==> src/rtl/hazard_ctrl_unit_if.sv <==
// hazard_ctrl_unit_if: ID-stage hazard request bundle and interlock responses.
// The master drives the ID/EX/halt requests; the slave (interlock unit) returns pipeline controls.
interface hazard_ctrl_unit_if #(
    parameter int REG_ADDR_W = 5,
    parameter int SEL_W = 3,
    parameter int CNT_W = 32
);
    logic [REG_ADDR_W-1:0] i_rs_addr, i_rt_addr, i_dst_addr;
    logic i_rs_used, i_rt_used, i_reg_write, i_mem_read, i_taken, i_halt_req, i_resume;
    logic o_pc_write, o_bubble_id_ex, o_flush_if_id, o_flush_id_ex, o_halted;
    logic [SEL_W-1:0] o_fwd_a, o_fwd_b;
    logic [CNT_W-1:0] o_stall_cnt, o_flush_cnt;
    modport master (
        output i_rs_addr, i_rs_used, i_rt_addr, i_rt_used, i_dst_addr, i_reg_write,
               i_mem_read, i_taken, i_halt_req, i_resume,
        input  o_pc_write, o_bubble_id_ex, o_flush_if_id, o_flush_id_ex, o_fwd_a, o_fwd_b,
               o_halted, o_stall_cnt, o_flush_cnt
    );
    modport slave (
        input  i_rs_addr, i_rs_used, i_rt_addr, i_rt_used, i_dst_addr, i_reg_write,
               i_mem_read, i_taken, i_halt_req, i_resume,
        output o_pc_write, o_bubble_id_ex, o_flush_if_id, o_flush_id_ex, o_fwd_a, o_fwd_b,
               o_halted, o_stall_cnt, o_flush_cnt
    );
endinterface

==> src/rtl/hazard_ctrl_unit.sv <==
// hazard_ctrl_unit: MIPS interlock - load-use stall, branch flush, forward select, drain/halt.
// Saturating stall/flush counters exist only when HAZARD_PERF_CNT_EN is defined.
module hazard_ctrl_unit #(
    parameter int REG_ADDR_W = 5,
    parameter int DEPTH = 3,
    parameter int LOAD_AVAIL = 2,
    parameter int SEL_W = 3,
    parameter int CNT_W = 32
) (
    input logic clk,
    input logic rst,
    hazard_ctrl_unit_if.slave bus
);
    typedef enum logic [1:0] {RUN, DRAIN, HALTED} state_t;
    localparam int DCW = $clog2(DEPTH + 1);
    state_t state_q, state_d;
    logic [DCW-1:0] drain_q, drain_d;
    logic [DEPTH:1] valid_q, valid_d, load_q, load_d;
    logic [DEPTH:1][REG_ADDR_W-1:0] dst_q, dst_d;
    logic [SEL_W-1:0] fwd_a, fwd_b;
    logic ld_a, ld_b, stall;
    logic pc_write, bubble, flush_if_id, flush_id_ex, halted;
    // Scan oldest to youngest so the youngest match wins; r0 never matches.
    always_comb begin
        fwd_a = '0;
        fwd_b = '0;
        ld_a = 1'b0;
        ld_b = 1'b0;
        for (int k = DEPTH; k >= 1; k--) begin
            if (bus.i_rs_used && bus.i_rs_addr != '0 && valid_q[k] && dst_q[k] == bus.i_rs_addr) begin
                fwd_a = SEL_W'(k);
                ld_a = load_q[k] && k < LOAD_AVAIL;
            end
            if (bus.i_rt_used && bus.i_rt_addr != '0 && valid_q[k] && dst_q[k] == bus.i_rt_addr) begin
                fwd_b = SEL_W'(k);
                ld_b = load_q[k] && k < LOAD_AVAIL;
            end
        end
    end
    assign stall = ld_a || ld_b;
    always_comb begin
        state_d = state_q;
        drain_d = drain_q;
        pc_write = 1'b1;
        bubble = 1'b0;
        flush_if_id = 1'b0;
        flush_id_ex = 1'b0;
        halted = 1'b0;
        case (state_q)
            RUN: begin
                flush_if_id = bus.i_taken;
                flush_id_ex = bus.i_taken;
                bubble = stall && !bus.i_taken;
                pc_write = !bubble;
                if (bus.i_halt_req) begin
                    state_d = DRAIN;
                    drain_d = DCW'(DEPTH);
                end
            end
            DRAIN: begin
                pc_write = 1'b0;
                flush_if_id = 1'b1;
                bubble = 1'b1;
                drain_d = drain_q - DCW'(1);
                if (drain_q <= DCW'(1)) state_d = HALTED;
            end
            HALTED: begin
                pc_write = 1'b0;
                halted = 1'b1;
                if (bus.i_resume) state_d = RUN;
            end
            default: state_d = RUN;
        endcase
    end
    // A taken branch kills both wrong-path slots: the ID instruction and the one leaving EX.
    always_comb begin
        valid_d = {valid_q[DEPTH-1:1], bus.i_reg_write && !bubble && !flush_id_ex};
        load_d = {load_q[DEPTH-1:1], bus.i_mem_read};
        dst_d = {dst_q[DEPTH-1:1], bus.i_dst_addr};
        valid_d[2] = valid_d[2] && !flush_id_ex;
        if (halted) valid_d = '0;
    end
    always_ff @(posedge clk or negedge rst) begin
        if (!rst) begin
            state_q <= RUN;
            drain_q <= '0;
            valid_q <= '0;
            load_q <= '0;
            dst_q <= '0;
        end else begin
            state_q <= state_d;
            drain_q <= drain_d;
            valid_q <= valid_d;
            load_q <= load_d;
            dst_q <= dst_d;
        end
    end
`ifdef HAZARD_PERF_CNT_EN
    logic [CNT_W-1:0] stall_cnt_q, stall_cnt_d, flush_cnt_q, flush_cnt_d;
    always_comb begin
        stall_cnt_d = stall_cnt_q + CNT_W'(state_q == RUN && bubble && stall_cnt_q != '1);
        flush_cnt_d = flush_cnt_q + CNT_W'(state_q == RUN && bus.i_taken && flush_cnt_q != '1);
    end
    always_ff @(posedge clk or negedge rst) begin
        if (!rst) begin
            stall_cnt_q <= '0;
            flush_cnt_q <= '0;
        end else begin
            stall_cnt_q <= stall_cnt_d;
            flush_cnt_q <= flush_cnt_d;
        end
    end
    assign bus.o_stall_cnt = stall_cnt_q;
    assign bus.o_flush_cnt = flush_cnt_q;
`else
    assign bus.o_stall_cnt = '0;
    assign bus.o_flush_cnt = '0;
`endif
    assign bus.o_pc_write = pc_write;
    assign bus.o_bubble_id_ex = bubble;
    assign bus.o_flush_if_id = flush_if_id;
    assign bus.o_flush_id_ex = flush_id_ex;
    assign bus.o_halted = halted;
    assign bus.o_fwd_a = fwd_a;
    assign bus.o_fwd_b = fwd_b;
endmodule

==> src/flat_wrapper.sv <==
// flat-port wrapper written by rule: the top's interface ports become plain ports
module hazard_ctrl_unit_flat 
#(
    parameter int REG_ADDR_W = 5,
    parameter int DEPTH = 3,
    parameter int LOAD_AVAIL = 2,
    parameter int SEL_W = 3,
    parameter int CNT_W = 32
)
  (clk, rst, bus_i_rs_addr, bus_i_rs_used, bus_i_rt_addr, bus_i_rt_used, bus_i_dst_addr, bus_i_reg_write, bus_i_mem_read, bus_i_taken, bus_i_halt_req, bus_i_resume, bus_o_pc_write, bus_o_bubble_id_ex, bus_o_flush_if_id, bus_o_flush_id_ex, bus_o_fwd_a, bus_o_fwd_b, bus_o_halted, bus_o_stall_cnt, bus_o_flush_cnt);
  hazard_ctrl_unit_if #(.REG_ADDR_W(REG_ADDR_W), .SEL_W(SEL_W), .CNT_W(CNT_W)) bus_i ();
  input logic clk;
  input logic rst;
  input wire logic [$bits(bus_i.i_rs_addr)-1:0] bus_i_rs_addr;
  input wire logic [$bits(bus_i.i_rs_used)-1:0] bus_i_rs_used;
  input wire logic [$bits(bus_i.i_rt_addr)-1:0] bus_i_rt_addr;
  input wire logic [$bits(bus_i.i_rt_used)-1:0] bus_i_rt_used;
  input wire logic [$bits(bus_i.i_dst_addr)-1:0] bus_i_dst_addr;
  input wire logic [$bits(bus_i.i_reg_write)-1:0] bus_i_reg_write;
  input wire logic [$bits(bus_i.i_mem_read)-1:0] bus_i_mem_read;
  input wire logic [$bits(bus_i.i_taken)-1:0] bus_i_taken;
  input wire logic [$bits(bus_i.i_halt_req)-1:0] bus_i_halt_req;
  input wire logic [$bits(bus_i.i_resume)-1:0] bus_i_resume;
  output wire logic [$bits(bus_i.o_pc_write)-1:0] bus_o_pc_write;
  output wire logic [$bits(bus_i.o_bubble_id_ex)-1:0] bus_o_bubble_id_ex;
  output wire logic [$bits(bus_i.o_flush_if_id)-1:0] bus_o_flush_if_id;
  output wire logic [$bits(bus_i.o_flush_id_ex)-1:0] bus_o_flush_id_ex;
  output wire logic [$bits(bus_i.o_fwd_a)-1:0] bus_o_fwd_a;
  output wire logic [$bits(bus_i.o_fwd_b)-1:0] bus_o_fwd_b;
  output wire logic [$bits(bus_i.o_halted)-1:0] bus_o_halted;
  output wire logic [$bits(bus_i.o_stall_cnt)-1:0] bus_o_stall_cnt;
  output wire logic [$bits(bus_i.o_flush_cnt)-1:0] bus_o_flush_cnt;
  assign bus_i.i_rs_addr = bus_i_rs_addr;
  assign bus_i.i_rs_used = bus_i_rs_used;
  assign bus_i.i_rt_addr = bus_i_rt_addr;
  assign bus_i.i_rt_used = bus_i_rt_used;
  assign bus_i.i_dst_addr = bus_i_dst_addr;
  assign bus_i.i_reg_write = bus_i_reg_write;
  assign bus_i.i_mem_read = bus_i_mem_read;
  assign bus_i.i_taken = bus_i_taken;
  assign bus_i.i_halt_req = bus_i_halt_req;
  assign bus_i.i_resume = bus_i_resume;
  assign bus_o_pc_write = bus_i.o_pc_write;
  assign bus_o_bubble_id_ex = bus_i.o_bubble_id_ex;
  assign bus_o_flush_if_id = bus_i.o_flush_if_id;
  assign bus_o_flush_id_ex = bus_i.o_flush_id_ex;
  assign bus_o_fwd_a = bus_i.o_fwd_a;
  assign bus_o_fwd_b = bus_i.o_fwd_b;
  assign bus_o_halted = bus_i.o_halted;
  assign bus_o_stall_cnt = bus_i.o_stall_cnt;
  assign bus_o_flush_cnt = bus_i.o_flush_cnt;
  hazard_ctrl_unit #(.REG_ADDR_W(REG_ADDR_W), .DEPTH(DEPTH), .LOAD_AVAIL(LOAD_AVAIL), .SEL_W(SEL_W), .CNT_W(CNT_W)) u_core (.clk(clk), .rst(rst), .bus(bus_i));
endmodule
==> config.mk <==
export PLATFORM = sky130hd
export DESIGN_NAME = hazard_ctrl_unit_flat
export DESIGN_NICKNAME = d
export VERILOG_FILES = /design/src/rtl/hazard_ctrl_unit_if.sv /design/src/rtl/hazard_ctrl_unit.sv /design/src/flat_wrapper.sv
export SDC_FILE = /design/constraint.sdc
export NUM_CORES = 1
export LEC_CHECK = 0
export ABC_AREA = 1
export BUFFER_PORTS_ARGS = -buffer_cell sky130_fd_sc_hd__buf_2
export CORE_UTILIZATION = 45
export CTS_BUF_LIST = sky130_fd_sc_hd__clkbuf_4
export DETAILED_ROUTE_END_ITERATION = 10
export GPL_TIMING_DRIVEN = 0
export PLACE_DENSITY_LB_ADDON = 0.08
export REMOVE_ABC_BUFFERS = 1
export SLEW_MARGIN = 40
export SYNTH_ARGS = -nofsm -noshare
export SYNTH_HDL_FRONTEND = slang
export SYNTH_SLANG_ARGS = --single-unit
==> constraint.sdc <==
create_clock -name clk -period 1.8 [get_ports clk]
set_input_delay 0.27 -clock clk [delete_from_list [all_inputs] [get_ports clk]]
set_output_delay 0.27 -clock clk [all_outputs]
set_load 0.05 [all_outputs]
==> impl_results.md, run 1 <==
* RR Startpoint: u_core.state_q[0]
* CTS tree: done
* # fillers at 407
* Dpl cell area at 0.00184 mm2
* Global placer's final weighted congestion at 0.818
* Core Region at 0.00400 mm2
* Post-synthesis cell count at 250
* Slew HR at 66.2%
* Async set-reset flop share out of synthesis at 100%
* WL/cell at 9.56 um
* Root Buffer: clkbuf_4
* Row count at 23
* Syn-to-layout area delta at 8.56%
* CTS Buffer Depth at 2
* Power Density at 1070 mW/mm2
* # H-tree levels at 1
* Period utilisation layout at 107%
* CP Class: reg -> out
* Global-route wire length before repair at 5310 um
* GRT Residual Overflow at 0
* Status: complete, but fails checks
* RSZ-0062 raised after global routing: true
* Max_cap viols at 0
* DIE HEIGHT at 66.5 um
* Number of synthesized register bits at 23
* Antenna cells at 0
* Final setup fails at 6
* Overall Power at 2180 uW
* Critical path buffer and inverter count at 1
* Worst setup path startpoint: u_core.dst_d[8]
* Final Critical Period at 1.93 ns
* First-pass iteration count of the detailed router at 4
* CP Capture Type: output pin
* Share of the synthesized area in the top cell type at 30.8%
* CP peak stage delay at 0.47 ns
* Sink Count at 23
* Cell with the largest stage delay on the worst path: dfrtp_2
* Fin worst setup slack at -0.126 ns
* Unique cell type count in the Yosys netlist at 25
* Crit path max-delay family: simple AND/OR/NAND/NOR gates
* Placed cells at 331
* Critical path, cell by cell: or2_1, a21oi_1, nand4_1, or2_0, o21ai_1, buf_6
* Ranking of synthesized cells by area: dfrtp_1, buf_4, nand2_1
* Chip width at 66.5 um
* Sequential element share of the synthesized area at 30.8%
* Share of layout cells above drive strength 1 at 24.3%
* IO Port Bufs at 32
* Critical path data required time at 1.53 ns
* DP HPWL at 2710 um
* TritonCTS buffer count at 3
* Worst Path Arrival at 1.66 ns
* Die area at 0.00442 mm2
* Setup crit start kind: register
* Vias/cell at 4.12
* Commonest cells after routing, fill and taps aside: conb_1, nand2_1, buf_2
* Measured slew at the worst slew-check pin at 0.506 ns
* DR iter-0 viols at 34
* Vias post-DR at 1409
* Leading cell type in the layout, fill and taps excluded: conb_1
* Synth warnings at 0
* Routed wire length at 3270 um
* EDFF count, synth at 0
* Setup TNS at -0.411 ns
* Achievable frequency at 519 MHz
* Nets at 321
* Initial Util at 46.8%
* Dpl ws at 0.0616 ns
* Clock skew at 0.0166 ns
* Final cell count without fillers at 342
* Vias in the first global route at 1141
* Final Hold Fails at 0
* Worst VDD drop at 1.17 mV
* Final ANT Viol Nets at 0
* Leading area contributor after synthesis: dfrtp_1
* Most common flop cell mapped by yosys: dfrtp_1
* Clk pin slew, worst setup/hold paths at 0.14 ns
* GRT Util Overall at 16.2%
* Fin area at 0.00203 mm2
* # DRC at 0
* Critical path fanouts, max at 7
* Hold_sp: bus_i_dst_addr[0]
* Mapped Area at 0.00187 mm2
* Largest net degree at the start of global routing at 24
* Final Max Slew Viols at 0
* Hold/Removal Path Class: in -> reg
* Initial antenna violation count at 0
* Ports at 99
* Syn avg cell area at 7.48 um2
* Failing checks: setup timing
* Pleak at 0.00116 uW
* Clock Latency Late Sink at 0.31 ns
worst reg2reg max path, delay by kind of cell (launching register included):
| kind | cells | cell delay, ns |
|---|---|---|
| buffers and inverters | 4 | 0.40 |
| adders and majority gates | 1 | 0.18 |
| AOI/OAI and AO/OA | 2 | 0.45 |
| DFF | 1 | 0.37 |
worst paths after layout:
| kind | to | slack, ns | cells past startpoint |
|---|---|---|---|
| min in group asynchronous | u_core.dst_d[6] | 0.45 | 2 |
| max in group asynchronous | u_core.dst_d[8] | 0.97 | 2 |
| min reg2reg | u_core.dst_q[13] | 0.45 | 0 |
| min | u_core.dst_d[5] | 0.05 | 1 |
| max reg2reg | u_core.state_q[1] | 0.29 | 7 |
| max | bus_o_fwd_a[0] | -0.13 | 6 |
timing repair:
item	CTS	global route
hold endpoints to repair	23	0
resized for setup	26	13
pin swaps	5	3
endpoints found under the setup margin	6	8
setup buffers	3	3
hold buffers	1	0
through the flow:
step,hold WS [ns],utilization [%]
after detailed placement,0.274,46.0
after floorplan,-0.0256,-
after global routing,0.0224,50.8
after CTS,0.0393,49.3
after global placement,0.268,46.0
final,0.0490,50.8
sequential cells by signal, summed over array words and instances (netlist names):
register,count
u_core.dst_q,5
u_core.state_q,2
u_core.valid_q,3
u_core.dst_d,10
u_core.drain_q,2
u_core.load_q,1
metal layers:
metal  up-vias  GRT usage, %  share of wire (%)
li1        722             -                  -
met1       618          22.4                 45
met4         0          4.79               0.58
met3         2          2.91                7.6
met5         -             0                  0
met2        67          25.6                 46
kinds of logic after synthesis:
| kind of cell | after synthesis | share of synthesized area [%] |
|---|---|---|
| flops | 23 | 30.8 |
| xor+xnor | 11 | 5.15 |
| fa+ha+maj | 4 | 2.68 |
| buf+inv | 99 | 33.1 |
| other cells | 1 | 0.200 |
| simple gates | 85 | 19.7 |
| compound gates | 27 | 8.43 |
cell type report:
type | instances | area, um2 | area share (%)
clock buffers | 3 | 22.5 | 1.11
clock inverters | 1 | 5.00 | 0.246
inverters | 33 | 124 | 6.10
multi-input cells | 193 | 971 | 47.8
flip-flops and latches | 23 | 577 | 28.4
well taps | 50 | 62.6 | 3.08
repair buffers | 39 | 269 | 13.2
power by group:
group / switching [uW] / internal, uW
sequential: 51.5 / 602
combinational: 905 / 388
clock: 153 / 82.8
total: 1110 / 1070
cells in the mapped netlist (2+ instances only):
cell type and n:
a21oi_1 13, buf_4 66, dfrtp_1 23, ha_1 4, inv_1 27, inv_2 6
nand2_1 51, nand2_2 3, nand3_1 5, nand4_1 5, nor2_1 13, nor2_2 2
nor3_1 2, o21ai_0 9, xor2_1 11
Note: power is estimated with default switching activity, not from simulation.
==> run 2, diff against run 1 <==
- clock period: 1.8 -> 2.2 ns (I/O delays scaled with it)
==> impl_results.md, run 2 (synthesized netlist as in run 1, its figures left out) <==
* Status: finished, final reports clean
* # H-tree levels at 1 (unchanged)
* Initial antenna violation count at 0 (unchanged)
* DP HPWL at 2710 um (unchanged)
* Core Util, Final at 47.2% (-3.6 points)
* Nets at 315 (-1.9%)
* Period utilisation layout at 94.1%
* Overall Power at 1600 uW (-26%)
* R2r setup slk at 0.78 ns (+0.49 ns)
* Critical path fanouts, max at 4 (-3)
* Routed wl met3 at 190 um (-24%)
* Routed wire length at 3130 um (-4.3%)
* Critical path buffer and inverter count at 3 (+2)
* Final ANT Viol Nets at 0 (unchanged)
* Die area at 0.00442 mm2 (unchanged)
* Max reg flops at 10 (unchanged)
* CTS Buffer Depth at 2 (unchanged)
* Cell with the largest stage delay on the worst path: dfrtp_1
* Largest net degree at the start of global routing at 24 (unchanged)
* Power Density at 851 mW/mm2 (-21%)
* CTS tree: done
* Setup crit start kind: register
* Pleak at 0.00112 uW (-3.7%)
* CP peak stage delay at 0.43 ns (-0.04 ns)
* TritonCTS buffer count at 3 (unchanged)
* CP Capture Type: output pin
* Ports at 99 (unchanged)
* Final Hold Fails at 0 (unchanged)
* Root Buffer: clkbuf_4
* WL/cell at 9.31 um (-2.6%)
* CP Class: reg -> out
* Fin area at 0.00189 mm2 (-7.1%)
* Top sig layer: met4
* Worst VDD drop at 0.928 mV (-21%)
* Final Max Slew Viols at 0 (unchanged)
* Hold/Removal Path Class: in -> reg
* Crit path max-delay family: buffers and inverters
* Clock skew at 0.0168 ns (+0.000256 ns)
* Achievable frequency at 483 MHz
* First-pass iteration count of the detailed router at 4 (unchanged)
* Slew HR at 66.3% (+0.098 points)
* Setup TNS at 0 ns (+0.411 ns)
* Clock Latency Late Sink at 0.31 ns (about the same)
* GRT Residual Overflow at 0 (unchanged)
* Dpl cell area at 0.00184 mm2 (unchanged)
* Critical path data required time at 1.87 ns (+0.34 ns)
* Antenna cells at 0 (unchanged)
* Core Region at 0.00400 mm2 (unchanged)
* Vias in the first global route at 1096 (-3.9%)
* DR iter-0 viols at 32 (-5.9%)
* Commonest cells after routing, fill and taps aside: conb_1, nand2_1, buf_2
* Global-route wire length before repair at 5100 um (-3.9%)
* Syn-to-layout area delta at 0.870%
* Critical path, cell by cell: inv_1, ha_1, inv_1, nor3b_2, nand2_2, nand2_2, buf_2
* Leading cell type in the layout, fill and taps excluded: conb_1
* Final Critical Period at 2.07 ns
* DIE HEIGHT at 66.5 um (unchanged)
* Met2 wire len at 1400 um (-7.4%)
* Max_cap viols at 0 (unchanged)
* Row count at 23 (unchanged)
* IO Port Bufs at 32 (unchanged)
* Initial Util at 46.8% (unchanged)
* # DRC at 0 (unchanged)
* Vias post-DR at 1374 (-2.5%)
* Sink Count at 23 (unchanged)
* Measured slew at the worst slew-check pin at 0.505 ns (-0.00147 ns)
* Global placer's final weighted congestion at 0.818 (unchanged)
* Worst Path Arrival at 1.74 ns (+0.08 ns)
* Clk pin slew, worst setup/hold paths at 0.14 ns (about the same)
* Chip width at 66.5 um (unchanged)
* Final setup fails at 0 (-6)
* M1 WL at 1510 um (+2.0%)
* GRT Util Overall at 15.6% (-0.55 points)
* RSZ-0062 raised after global routing: false
* Vias/cell at 4.09 (-0.74%)
* Share of layout cells above drive strength 1 at 17.8% (-6.5 points)
run 2: worst paths after layout:
path / to / startpoint / cells after the start
worst max-delay path: bus_o_bubble_id_ex / u_core.state_q[1] / 7
worst min-delay path: u_core.dst_d[5] / bus_i_dst_addr[0] / 1
worst max register to register: u_core.state_q[1] / u_core.state_q[1] / 7
worst min register to register: u_core.dst_q[13] / u_core.dst_d[13] / 0
max in group asynchronous: u_core.dst_q[14] / rst / 2
min in group asynchronous: u_core.dst_d[6] / rst / 2
run 2: metrics by stage:
stage / std cells / hold slack (ns) / setup WS (ns)
after floorplan: 249 / 0.0344 / -0.0340
after global placement: 331 / 0.328 / 0.382
after detailed placement: 331 / 0.334 / 0.402
after CTS: 336 / 0.0993 / 0.0185
after global routing: 336 / 0.0824 / 0.00793
final: 336 / 0.109 / 0.130
run 2: worst register-to-register path, stage by stage, from the launching register on:
cell      delay [ns]
dfrtp_1         0.43
inv_1           0.09
ha_1            0.20
inv_1           0.10
nor2_1          0.17
inv_1           0.09
o311ai_2        0.11
o21ai_0         0.12
run 2: area by class of cell:
| cell class | count | area [um2] |
|---|---|---|
| tap | 50 | 62.6 |
| inverter | 33 | 124 |
| clock inverter | 1 | 5.00 |
| clock buffer | 3 | 22.5 |
| timing repair buffer | 33 | 173 |
| multi-input combinational | 193 | 925 |
| sequential | 23 | 576 |
| fill | 426 | 2110 |
run 2: metal layers:
metal  track usage [%]  up-vias
li1                  -      713
met4              4.79        0
met2              24.7       63
met3              2.91        2
met5                 0        -
met1              21.5      596
run 2: what timing repair did:
item	CTS	global route
hold endpoints to repair	23	0
hold buffers	1	0
gates resized for setup	0	2
endpoints found under the setup margin	0	2
setup buffers	0	0
run 2: power breakdown:
part	switching, uW	internal [uW]	leakage [uW]	total [uW]
Combinational	687	186	0.000826	874
Sequential	46.0	492	0.000273	538
Clock	125	67.8	0.0000177	193
